`config.mk`:
```
export PLATFORM = sky130hd
export DESIGN_NAME = instr_loader_flat
export DESIGN_NICKNAME = d
export VERILOG_FILES = /design/src/rtl/instr_loader_if.sv /design/src/rtl/instr_loader.sv /design/src/flat_wrapper.sv
export SDC_FILE = /design/constraint.sdc
export NUM_CORES = 1
export LEC_CHECK = 0
export ABC_AREA = 1
export CAP_MARGIN = 0
export CELL_PAD_IN_SITES_DETAIL_PLACEMENT = 0
export CELL_PAD_IN_SITES_GLOBAL_PLACEMENT = 1
export CORE_MARGIN = 5
export CORE_UTILIZATION = 42
export DETAILED_ROUTE_END_ITERATION = 6
export PLACE_DENSITY_LB_ADDON = 0.1
export RECOVER_POWER = 25
export SYNTH_ARGS = -nofsm -noshare
export SYNTH_HDL_FRONTEND = slang
export SYNTH_SLANG_ARGS = --single-unit
```
`constraint.sdc`:
```
create_clock -name clk_i -period 2.2 [get_ports clk_i]
set_clock_uncertainty 0.05 [all_clocks]
set_input_delay 0.33 -clock clk_i [delete_from_list [all_inputs] [get_ports clk_i]]
set_output_delay 0.33 -clock clk_i [all_outputs]
set_load 0.03 [all_outputs]
```
`src/rtl/instr_loader_if.sv`:
```
// Byte-stream and instruction-memory write bus of the boot loader.
// The loader sits on the slave side: it consumes bytes and drives the memory port.
interface instr_loader_if #(
  parameter int unsigned ADDR_W = 10
);
  logic              byte_valid;
  logic [7:0]        byte_data;
  logic              byte_ready;
  logic              imem_we;
  logic [ADDR_W-1:0] imem_addr;
  logic [31:0]       imem_wdata;

  modport master (
    output byte_valid, byte_data,
    input  byte_ready, imem_we, imem_addr, imem_wdata
  );

  modport slave (
    input  byte_valid, byte_data,
    output byte_ready, imem_we, imem_addr, imem_wdata
  );
endinterface

```
`src/rtl/instr_loader.sv`:
```
// Boot loader: packs a length-prefixed byte stream into 32-bit words, writes them
// to instruction memory, then releases the core from reset.
module instr_loader #(
  parameter int unsigned ADDR_W  = 10,
  parameter int unsigned RST_CYC = 2
) (
  input  logic           clk_i,
  input  logic           rst_ni,
  input  logic           start_i,
  instr_loader_if.slave  bus,
  output logic           core_rst_o,
  output logic           core_en_o,
  output logic           busy_o,
  output logic           done_o,
  output logic           err_o
);

  localparam logic [16:0] Cap    = 17'(2 ** ADDR_W);
  localparam logic [4:0]  RunCap = 5'(RST_CYC + 1);

  typedef enum logic [2:0] {StIdle, StLenLo, StLenHi, StData, StRun, StErr} state_e;

  state_e            state_q, state_d;
  logic [7:0]        lo_q, lo_d;
  logic [ADDR_W:0]   len_q, len_d;
  logic [ADDR_W:0]   widx_q, widx_d;
  logic [1:0]        bidx_q, bidx_d;
  logic [23:0]       word_q, word_d;
  logic [4:0]        cnt_q, cnt_d;
  logic              ready_q, ready_d;
  logic              we_q, we_d;
  logic [ADDR_W-1:0] addr_q, addr_d;
  logic [31:0]       wdata_q, wdata_d;
  logic              core_rst_q, core_rst_d;
  logic              core_en_q, core_en_d;
  logic              busy_q, busy_d;
  logic              done_q, done_d;
  logic              err_q, err_d;
  logic              take;
  logic [15:0]       n_len;

  assign take  = bus.byte_valid & ready_q;
  assign n_len = {bus.byte_data, lo_q};

  always_ff @(posedge clk_i or negedge rst_ni) begin
    if (!rst_ni) begin
      state_q    <= StIdle;
      lo_q       <= '0;
      len_q      <= '0;
      widx_q     <= '0;
      bidx_q     <= '0;
      word_q     <= '0;
      cnt_q      <= '0;
      ready_q    <= 1'b0;
      we_q       <= 1'b0;
      addr_q     <= '0;
      wdata_q    <= '0;
      core_rst_q <= 1'b1;
      core_en_q  <= 1'b0;
      busy_q     <= 1'b0;
      done_q     <= 1'b0;
      err_q      <= 1'b0;
    end else begin
      state_q    <= state_d;
      lo_q       <= lo_d;
      len_q      <= len_d;
      widx_q     <= widx_d;
      bidx_q     <= bidx_d;
      word_q     <= word_d;
      cnt_q      <= cnt_d;
      ready_q    <= ready_d;
      we_q       <= we_d;
      addr_q     <= addr_d;
      wdata_q    <= wdata_d;
      core_rst_q <= core_rst_d;
      core_en_q  <= core_en_d;
      busy_q     <= busy_d;
      done_q     <= done_d;
      err_q      <= err_d;
    end
  end

  always_comb begin
    state_d = state_q;
    lo_d    = lo_q;
    len_d   = len_q;
    widx_d  = widx_q;
    bidx_d  = bidx_q;
    word_d  = word_q;
    we_d    = 1'b0;
    addr_d  = addr_q;
    wdata_d = wdata_q;
    unique case (state_q)
      StIdle, StRun, StErr: begin
        if (start_i) begin
          state_d = StLenLo;
          widx_d  = '0;
          bidx_d  = '0;
        end
      end
      StLenLo: begin
        if (take) begin
          lo_d    = bus.byte_data;
          state_d = StLenHi;
        end
      end
      StLenHi: begin
        if (take) begin
          len_d = n_len[ADDR_W:0];
          if (n_len == 16'd0)             state_d = StRun;
          else if ({1'b0, n_len} > Cap)   state_d = StErr;
          else                            state_d = StData;
        end
      end
      StData: begin
        // All words counted means this is the last strobe cycle.
        if (widx_q == len_q) begin
          state_d = StRun;
        end else if (take) begin
          if (bidx_q == 2'd3) begin
            we_d    = 1'b1;
            addr_d  = widx_q[ADDR_W-1:0];
            wdata_d = {bus.byte_data, word_q};
            widx_d  = widx_q + 1'b1;
            bidx_d  = 2'd0;
          end else begin
            word_d[{bidx_q, 3'b000} +: 8] = bus.byte_data;
            bidx_d = bidx_q + 1'b1;
          end
        end
      end
      default: state_d = StIdle;
    endcase

    // Counts cycles spent in RUN, saturating once the core is released.
    if (state_d != StRun)      cnt_d = '0;
    else if (state_q != StRun) cnt_d = 5'd1;
    else if (cnt_q == RunCap)  cnt_d = cnt_q;
    else                       cnt_d = cnt_q + 5'd1;
  end

  always_comb begin
    ready_d    = (state_d == StLenLo) || (state_d == StLenHi) ||
                 ((state_d == StData) && (widx_d != len_d));
    busy_d     = (state_d == StLenLo) || (state_d == StLenHi) || (state_d == StData);
    done_d     = (state_d == StRun);
    err_d      = (state_d == StErr);
    core_en_d  = done_d && (cnt_d == RunCap);
    core_rst_d = !core_en_d;
  end

  assign bus.byte_ready = ready_q;
  assign bus.imem_we    = we_q;
  assign bus.imem_addr  = addr_q;
  assign bus.imem_wdata = wdata_q;
  assign core_rst_o     = core_rst_q;
  assign core_en_o      = core_en_q;
  assign busy_o         = busy_q;
  assign done_o         = done_q;
  assign err_o          = err_q;

endmodule

```
`src/flat_wrapper.sv`:
```
// flat-port wrapper written by rule: the top's interface ports become plain ports
module instr_loader_flat 
#(
  parameter int unsigned ADDR_W  = 10,
  parameter int unsigned RST_CYC = 2
)
  (clk_i, rst_ni, start_i, core_rst_o, core_en_o, busy_o, done_o, err_o, bus_byte_valid, bus_byte_data, bus_byte_ready, bus_imem_we, bus_imem_addr, bus_imem_wdata);
  instr_loader_if #(.ADDR_W(ADDR_W)) bus_i ();
  input  logic clk_i;
  input  logic rst_ni;
  input  logic start_i;
  output logic core_rst_o;
  output logic core_en_o;
  output logic busy_o;
  output logic done_o;
  output logic err_o;
  input wire logic [$bits(bus_i.byte_valid)-1:0] bus_byte_valid;
  input wire logic [$bits(bus_i.byte_data)-1:0] bus_byte_data;
  output wire logic [$bits(bus_i.byte_ready)-1:0] bus_byte_ready;
  output wire logic [$bits(bus_i.imem_we)-1:0] bus_imem_we;
  output wire logic [$bits(bus_i.imem_addr)-1:0] bus_imem_addr;
  output wire logic [$bits(bus_i.imem_wdata)-1:0] bus_imem_wdata;
  assign bus_i.byte_valid = bus_byte_valid;
  assign bus_i.byte_data = bus_byte_data;
  assign bus_byte_ready = bus_i.byte_ready;
  assign bus_imem_we = bus_i.imem_we;
  assign bus_imem_addr = bus_i.imem_addr;
  assign bus_imem_wdata = bus_i.imem_wdata;
  instr_loader #(.ADDR_W(ADDR_W), .RST_CYC(RST_CYC)) u_core (.clk_i(clk_i), .rst_ni(rst_ni), .start_i(start_i), .bus(bus_i), .core_rst_o(core_rst_o), .core_en_o(core_en_o), .busy_o(busy_o), .done_o(done_o), .err_o(err_o));
endmodule
```
Word level (Yosys, flattened, before mapping). Cells that the tools add are included.

Reductions and logical operators: 14. Shift operators: 2. Multiplexer cells: 27. Bitwise gates (word level): 3. Add/sub/neg operators: 4. $lt $le $gt $ge: 1. Equal/unequal tests: 20.

Operator list (number): $mux W11 (6); $bwmux W24 (1); $shift A8 B7 Y24 const A (1); $shiftx A8 B7 Y24 (1); $pmux W11 S2 (1); $mux W3 (6); $gt A16 B11 Y1 const B (1); $logic_not A16 Y1 (1); $mux W5 (3); $eq A3 B2 Y1 const B (4); $eq A3 B3 Y1 const B (4); $pmux W3 S4 (1); $reduce_and A4 Y1 (3); $add A11 B1 Y11 const B (1); $eq A11 B11 Y1 (1); $ne A11 B11 Y1 (1); $eq A5 B2 Y1 const B (2); $mux W2 (4); $neg A5 Y7 (1); $eq A3 B1 Y1 const B (2); $ne A3 B3 Y1 const B (2); $add A5 B1 Y5 const B (1); $mux W1 (4); $ne A2 B2 Y1 const B (2); other kinds (13) (17).

Register bits: 113.

Logic depth before layout (Yosys ltp). Gate-level depths: netlist (run 1).

Depth in word-level cells: 10. Mapped depth: 18. Gate-level depth less buffers: 18.

Worst setup path after synthesis (run 1). No wires, ideal clock.

Path type: register to register. Start point: register u_core.bidx_q[0]. End point: register u_core.ready_q (netlist: u_core.bus.byte_ready). Buffers on the path: 0. Stages on the path, launching flop included: 12. Library setup time: 116 ps. Arrival time: 1831 ps. Required time: 2034 ps. Slack: 204 ps. Cell sequence: dfrtp_1 -> ha_1 -> inv_1 -> nor2_2 -> inv_1 -> nor4_1 -> a21oi_1 -> o21ai_1 -> xor2_1 -> nand3_1 -> nor2_1 -> nor2_1.

Longest elaborated chain between the ends: 8.

Ends and longest elaborated chain: from (decl) (line instr_loader.sv:27) `logic [1:0] bidx_q, bidx_d;`; from (signal assigned) (line instr_loader.sv:68) `bidx_q <= bidx_d;`; $eq A2 B2 Y1 (line instr_loader.sv:120) `if (bidx_q == 2'd3) begin`; $mux W11 (line instr_loader.sv:120); $mux W11 (line instr_loader.sv:119) `end else if (take) begin`; $mux W11 (line instr_loader.sv:117) `if (widx_q == len_q) begin`; $pmux W11 S2 (line instr_loader.sv:93) `unique case (state_q)`; via u_core.widx_d[7] (line instr_loader.sv:26) `logic [ADDR_W:0] widx_q, widx_d;`; $ne A11 B11 Y1 (line instr_loader.sv:144) `((state_d == StData) && (widx_d != len_d));`; $logic_and A1 B1 Y1 (line instr_loader.sv:144); $logic_or A1 B1 Y1 (line instr_loader.sv:143) `ready_d = (state_d == StLenLo) || (state_d == StLenHi) ||`; via u_core.ready_d (line instr_loader.sv:30) `logic ready_q, ready_d;`; to (signal assigned) (line instr_loader.sv:71) `ready_q <= ready_d;`; to (decl) (line instr_loader.sv:30).

The timed path passes the listed nets, and every way through them passes these cells. A chain may end at the register's enable or synchronous reset.

Worst setup path after layout (run 1).
Start point: register u_core.widx_q[9]. End point: register u_core.ready_q (netlist: u_core.bus.byte_ready).

Elaborated cells between the ends (all ways): 16.

RTL lines: from (decl) (line instr_loader.sv:26); from (signal assigned) (line instr_loader.sv:67) `widx_q <= widx_d;`; $eq A11 B11 Y1 (line instr_loader.sv:117); $mux W11 (line instr_loader.sv:117); $pmux W11 S2 (line instr_loader.sv:93); via u_core.widx_d[6] (line instr_loader.sv:26); $ne A11 B11 Y1 (line instr_loader.sv:144); $logic_and A1 B1 Y1 (line instr_loader.sv:144); $logic_or A1 B1 Y1 (line instr_loader.sv:143); via u_core.ready_d (line instr_loader.sv:30).

The timed path passes the listed nets, and every way through them passes these cells.

==> metrics.txt, run 1 <==
pre-CTS WS -0.309 ns; WP data arrival 2.38 ns; post-route minimum period 2.13 ns; final instance area 7730 sq um; Num CTS Buffers 17; final hold violation count 0; outcome finished, final reports clean; Global Route Usage Sum 20.9%; stages on the worst setup path 18; io pins 61; placed inst area 6900 sq um; RR Startpoint u_core.widx_q[9]; DRT iter0 DRCs 197; CTS tree done; die area 15,300 sq um; worst path bufs/invs 3; synthesized area per cell 8.07 sq um; Reg2Reg Setup Slack 0.07 ns; ant diodes 0; number of port buffers 60; Max-Slew Margin vs Limit 51.4%; CTS Root Cell clkbuf_16; Max IR drop VDD 0.624 mV; Final Setup Violations 0; fillers 1,163; CTS sink cnt 113; Ys Warns 0; total grt overflow 0; vias per cell 4.77; WL per Instance 14.4 microns; antenna-violating nets left 0; DRC viols 0; Distinct cells, synth 32; Starting Density 42.9%; Critical path origin u_core.widx_q[9]; Clock Latency Late Sink 0.42 ns; CP peak stage delay 0.38 ns; Die Width 124 microns; clk slew on worst S/H paths 0.06 ns; Critical Path Sink Type flop; Tcrit/Tclk final 96.8%; crit-path cells inv_1 > nand2_1 > nand2_1 > nor2_2 > nand2_2 > nor2_4 > buf_6 > a21oi_2 > buf_6 > nand2_1 > nand2_1 > and2_4 > nand2_1 > nand2_1 > nor2_1 > nand3_1 > nor2_1 > nor2_1; Worst EP required 2.45 ns; nets 853; Final HPWL DP 11.2 mm; vias in the first global route 4,753; setup_tns 0 ns; commonest non-fill, non-tap cell in the layout nand2_1; Area growth, synth to finish 42.7%; WHS 0.429 ns; Startpoint Class flop; synthesized instance count 671; WS Path Type reg2reg; Critical Path Fanout Max 4; Top Family by Delay on Critical Path simple AND/OR/NAND/NOR gates; synthesized area 5410 sq um; via count 4,862; most frequent CP cell nand2_1; share of layout cells above drive strength 1 23.8%; most frequent cells in the layout nand2_1, dfrtp_1, inv_1, buf_4, o21ai_0; MaxCap Viol Count 0; core area 12,600 sq um; H-tree depth 4; #FFs+latches synth 113; end of the critical path u_core.bus.byte_ready; Worst Hold Class reg2reg; pwr/cell area 1180 nW/um^2; Seq/Total Area, Yosys 52.3%; gpl congestion 0.901; initial antenna violation count 0; Static Leak 3.80 nW; pin slew with the least headroom to its limit 0.729 ns; WL final 14.7 mm; R2R depth 18; Final Max Tran Viols 0; fmax 470 MHz; Syn Nets 690; Final WS setup 0.0713 ns; largest net degree at the start of global routing 53; RSZ-0062 raised after global routing true; Max clock buf depth 2; r2r endpoint u_core.bus.byte_ready; First-pass DRT Iterations 5; first-pass GRT wire length 23.9 mm; die height 124 microns; num rows 41; slowest stage cell, crit path dfrtp_1
-- final cells by class --
cell class,count,area [sq um],area share [%]
inverters,101,379,4.91
clock buffers,23,478,6.19
clock inverters,9,130,1.68
repair buffers,161,1420,18.4
flip-flops and latches,113,2830,36.6
well taps,172,215,2.78
multi-input cells,440,2270,29.4
-- what timing repair did --
item                                    4_1_cts  5_1_grt
buffers inserted                              4        5
endpoints found under the setup margin        1        5
gates cloned                                  0        0
hold buffers                                  1        0
pin swaps                                     4       26
endpoints found under the hold margin        28        0
gates resized for setup                       8       45
-- per-stage QoR --
step,util [%],power [mW],std cells
final,61.2,9.13,1019
after global routing,61.2,9.77,1019
after CTS,60.0,9.06,1014
after detailed placement,54.6,6.18,977
after global placement,54.6,6.15,977
after floorplan,-,4.77,671
-- where the power goes --
part	internal, mW	leakage (nW)	total [mW]	switching, mW
logic	1.40	2.06	3.44	2.04
clock network	1.87	0.297	2.81	0.945
registers	2.61	1.44	2.88	0.276
-- state kept, by name (all words and copies together), names as in the netlist --
| name | cells |
|---|---|
| u_core.bidx_q | 2 |
| u_core.bus.byte_ready | 1 |
| u_core.bus.imem_addr | 10 |
| u_core.bus.imem_wdata | 32 |
| u_core.bus.imem_we | 1 |
| u_core.busy_o | 1 |
| u_core.cnt_q | 5 |
| u_core.core_en_o | 1 |
| u_core.core_rst_o | 1 |
| u_core.done_o | 1 |
| u_core.err_o | 1 |
| u_core.len_q | 11 |
| u_core.lo_q | 8 |
| u_core.state_q | 3 |
| u_core.widx_q | 11 |
| u_core.word_q | 24 |
-- logic make-up after synthesis --
logic type | after synthesis | synth area share, %
fa+ha+maj | 7 | 1.62
buf+inv | 118 | 8.67
flops | 113 | 52.3
compound gates | 101 | 9.94
xor+xnor | 6 | 0.971
simple gates | 326 | 26.6
-- cells in the mapped netlist --
library cell / instances / area, sq um
nand2_1: 194 / 728
dfrtp_1: 112 / 2800
inv_1: 97 / 364
o21ai_0: 87 / 435
nand3_1: 44 / 220
nor2_1: 42 / 158
nand4_1: 15 / 93.8
clkbuf_1: 8 / 30.0
ha_1: 7 / 87.6
nor3_1: 7 / 35.0
buf_2: 6 / 30.0
nor2_4: 6 / 67.6
a21oi_1: 5 / 25.0
inv_2: 4 / 15.0
nand2_2: 4 / 25.0
nor2_2: 4 / 25.0
o21a_1: 4 / 30.0
xnor2_1: 4 / 35.0
nand3_2: 3 / 30.0
or2_2: 3 / 18.8
buf_6: 2 / 22.5
o21ai_1: 2 / 10.0
xor2_1: 2 / 17.5
a21oi_2: 1 / 8.76
a31oi_4: 1 / 21.3
and2_1: 1 / 6.26
buf_4: 1 / 7.51
dfstp_2: 1 / 26.3
nand2_4: 1 / 11.3
nor4_1: 1 / 6.26
nor4_2: 1 / 12.5
o211ai_1: 1 / 7.51
-- how the worst min path moves through the flow --
stage / start / endpoint / slack [ns] / depth (start not counted)
detailed placement: rst_ni / u_core.bus.imem_wdata[15] / 0.24 / 1
global placement: rst_ni / u_core.bus.imem_wdata[15] / 0.24 / 1
finish: u_core.bus.imem_wdata[5] / u_core.bus.imem_wdata[5] / 0.43 / 2
CTS: rst_ni / u_core.bus.imem_wdata[15] / 0.34 / 2
global route: u_core.bus.imem_wdata[8] / u_core.bus.imem_wdata[8] / 0.45 / 2
floorplan: rst_ni / u_core.bidx_q[0] / -0.02 / 0
-- worst min-delay path, delay by kind of cell (launching register included) --
kind / cells / cell delay, ns
flops: 1 / 0.34
simple gates: 1 / 0.05
compound gates: 1 / 0.05
-- routing by layer --
metal | wire, microns | GRT usage, % | share of wire, %
met1 | 7020 | 28.5 | 48
met2 | 6840 | 32.2 | 47
met3 | 554 | 5.99 | 3.8
met4 | 278 | 6.78 | 1.9
met5 | 0 | 0 | 0
Power figures use the tool's default switching activity.
==> inputs of run 2 (changes only) <==
--- a/config.mk
+++ b/config.mk
@@ -10,7 +10,7 @@
 export CELL_PAD_IN_SITES_DETAIL_PLACEMENT = 0
 export CELL_PAD_IN_SITES_GLOBAL_PLACEMENT = 1
 export CORE_MARGIN = 5
-export CORE_UTILIZATION = 42
+export CORE_UTILIZATION = 23
 export DETAILED_ROUTE_END_ITERATION = 6
 export PLACE_DENSITY_LB_ADDON = 0.1
 export RECOVER_POWER = 25
==> metrics.txt, run 2 (synthesis gave the netlist of run 1 again) <==
core area 23,300 sq um; Num CTS Buffers 17; via count 4,911; initial antenna violation count 0; GR peak layer met2; WL final 17.6 mm; Final WS setup -0.000280 ns; share of layout cells above drive strength 1 24.3%; Starting Density 23.2%; commonest non-fill, non-tap cell in the layout nand2_1; Static Leak 3.86 nW; Critical Path Sink Type flop; largest net degree at the start of global routing 44; Clock Latency Late Sink 0.42 ns; pre-CTS WS -0.498 ns; met2 Track Usage GR 21.8%; Multi-input gate area 2280 sq um; MaxCap Viol Count 0; vias per cell 4.17; pin slew with the least headroom to its limit 0.847 ns; max FFs per register 32; num rows 56; met3 Resource Use GR 3.08%; Max clock buf depth 2; outcome finished with violations; pwr/cell area 1160 nW/um^2; violated checks negative setup slack; register area 2830 sq um; nets 865; Max IR drop VDD 0.402 mV; gpl congestion 0.839; CTS sink cnt 113; H-tree depth 4; Critical Path Fanout Max 6; grt met1 use 17.8%; WL per Instance 15.0 microns; die area 26,700 sq um; vias in the first global route 4,903; total grt overflow 0; most frequent cells in the layout nand2_1, dfrtp_1, buf_4, inv_1, o21ai_0; WP data arrival 2.49 ns; Max-Slew Margin vs Limit 43.5%; ant diodes 0; Global Route Usage Sum 13.4%; fillers 2,460; Worst EP required 2.49 ns; Startpoint Class flop; Reg2Reg Setup Slack -0.0003 ns; first-pass GRT wire length 27.3 mm; Die Width 163 microns; CTS tree done; DRC viols 0; RSZ-0062 raised after global routing true; Final HPWL DP 12.9 mm; Final Max Tran Viols 0; Final Setup Violations 2; DRT iter0 DRCs 223; number of port buffers 60; Area growth, synth to finish 48.5%; fmax 454 MHz; WHS 0.430 ns; Worst Hold Class in2async; CTS Root Cell clkbuf_16; WS Path Type reg2reg; First-pass DRT Iterations 4; clk slew on worst S/H paths 0.06 ns; antenna-violating nets left 0; post-route minimum period 2.20 ns; Tcrit/Tclk final 100%; io pins 61; die height 163 microns; final hold violation count 0
==> run 2: metal layers <==
metal	share of wire [%]	wire length (microns)
met5	0	0
met4	1.3	221
met3	3.2	556
met2	47	8330
met1	48	8530
==> run 2: final cells by class <==
| type | count | area share (%) |
|---|---|---|
| repair buffers | 172 | 19.3 |
| clock inverters | 14 | 1.91 |
| clock buffers | 18 | 5.46 |
| multi-input cells | 441 | 28.4 |
| inverters | 101 | 4.78 |
| well taps | 319 | 4.96 |
| flip-flops and latches | 113 | 35.2 |
==> run 2: worst paths after layout <==
check,start,endpoint,depth (start not counted)
setup / recovery,u_core.widx_q[0],u_core.core_rst_o,14
hold / removal,rst_ni,u_core.bus.imem_wdata[8],2
setup reg to reg,u_core.widx_q[0],u_core.core_rst_o,14
hold reg to reg,u_core.bus.imem_addr[2],u_core.bus.imem_addr[2],2
max in group asynchronous,rst_ni,u_core.widx_q[10],3
min in group clk_i,u_core.bus.imem_addr[2],u_core.bus.imem_addr[2],2
==> run 2: what timing repair did <==
item                       CTS  global route
pin swaps                    4            25
setup buffers                3             9
setup endpoints to repair    5            12
hold buffers                 1             0
gates resized for setup     16            38
gates cloned                 0             3
hold endpoints to repair    23             0
==> run 2: report_power, final <==
group / switching (mW) / internal (mW)
Sequential: 0.286 / 2.60
Combinational: 2.20 / 1.46
Clock: 1.09 / 1.71
==> run 2: stage by stage <==
step / utilization [%] / TNS [ns] / std cells / power [mW] / instance area (sq um)
2_1_floorplan: - / 0 / 671 / 4.77 / 5410
3_3_place_gp: 30.6 / -6.07 / 1130 / 6.42 / 7140
3_5_place_dp: 30.6 / -6.40 / 1130 / 6.43 / 7140
4_1_cts: 33.5 / -0.00759 / 1166 / 9.37 / 7810
5_1_grt: 34.5 / -0.499 / 1178 / 10.0 / 8040
6_report: 34.5 / -0.000439 / 1178 / 9.35 / 8040
==> run 2: critical path, cell delays in order (launching register included) <==
cell and delay, ns:
dfrtp_2 0.45, inv_2 0.08, nand2_2 0.06, nand2_4 0.09, nand3_4 0.09, nor2_4 0.26, nand3_4 0.16, buf_4 0.16
buf_4 0.12, nand2_2 0.08, nand2_4 0.09, a31oi_4 0.16, nand4_1 0.12, nor2_2 0.13, inv_2 0.04
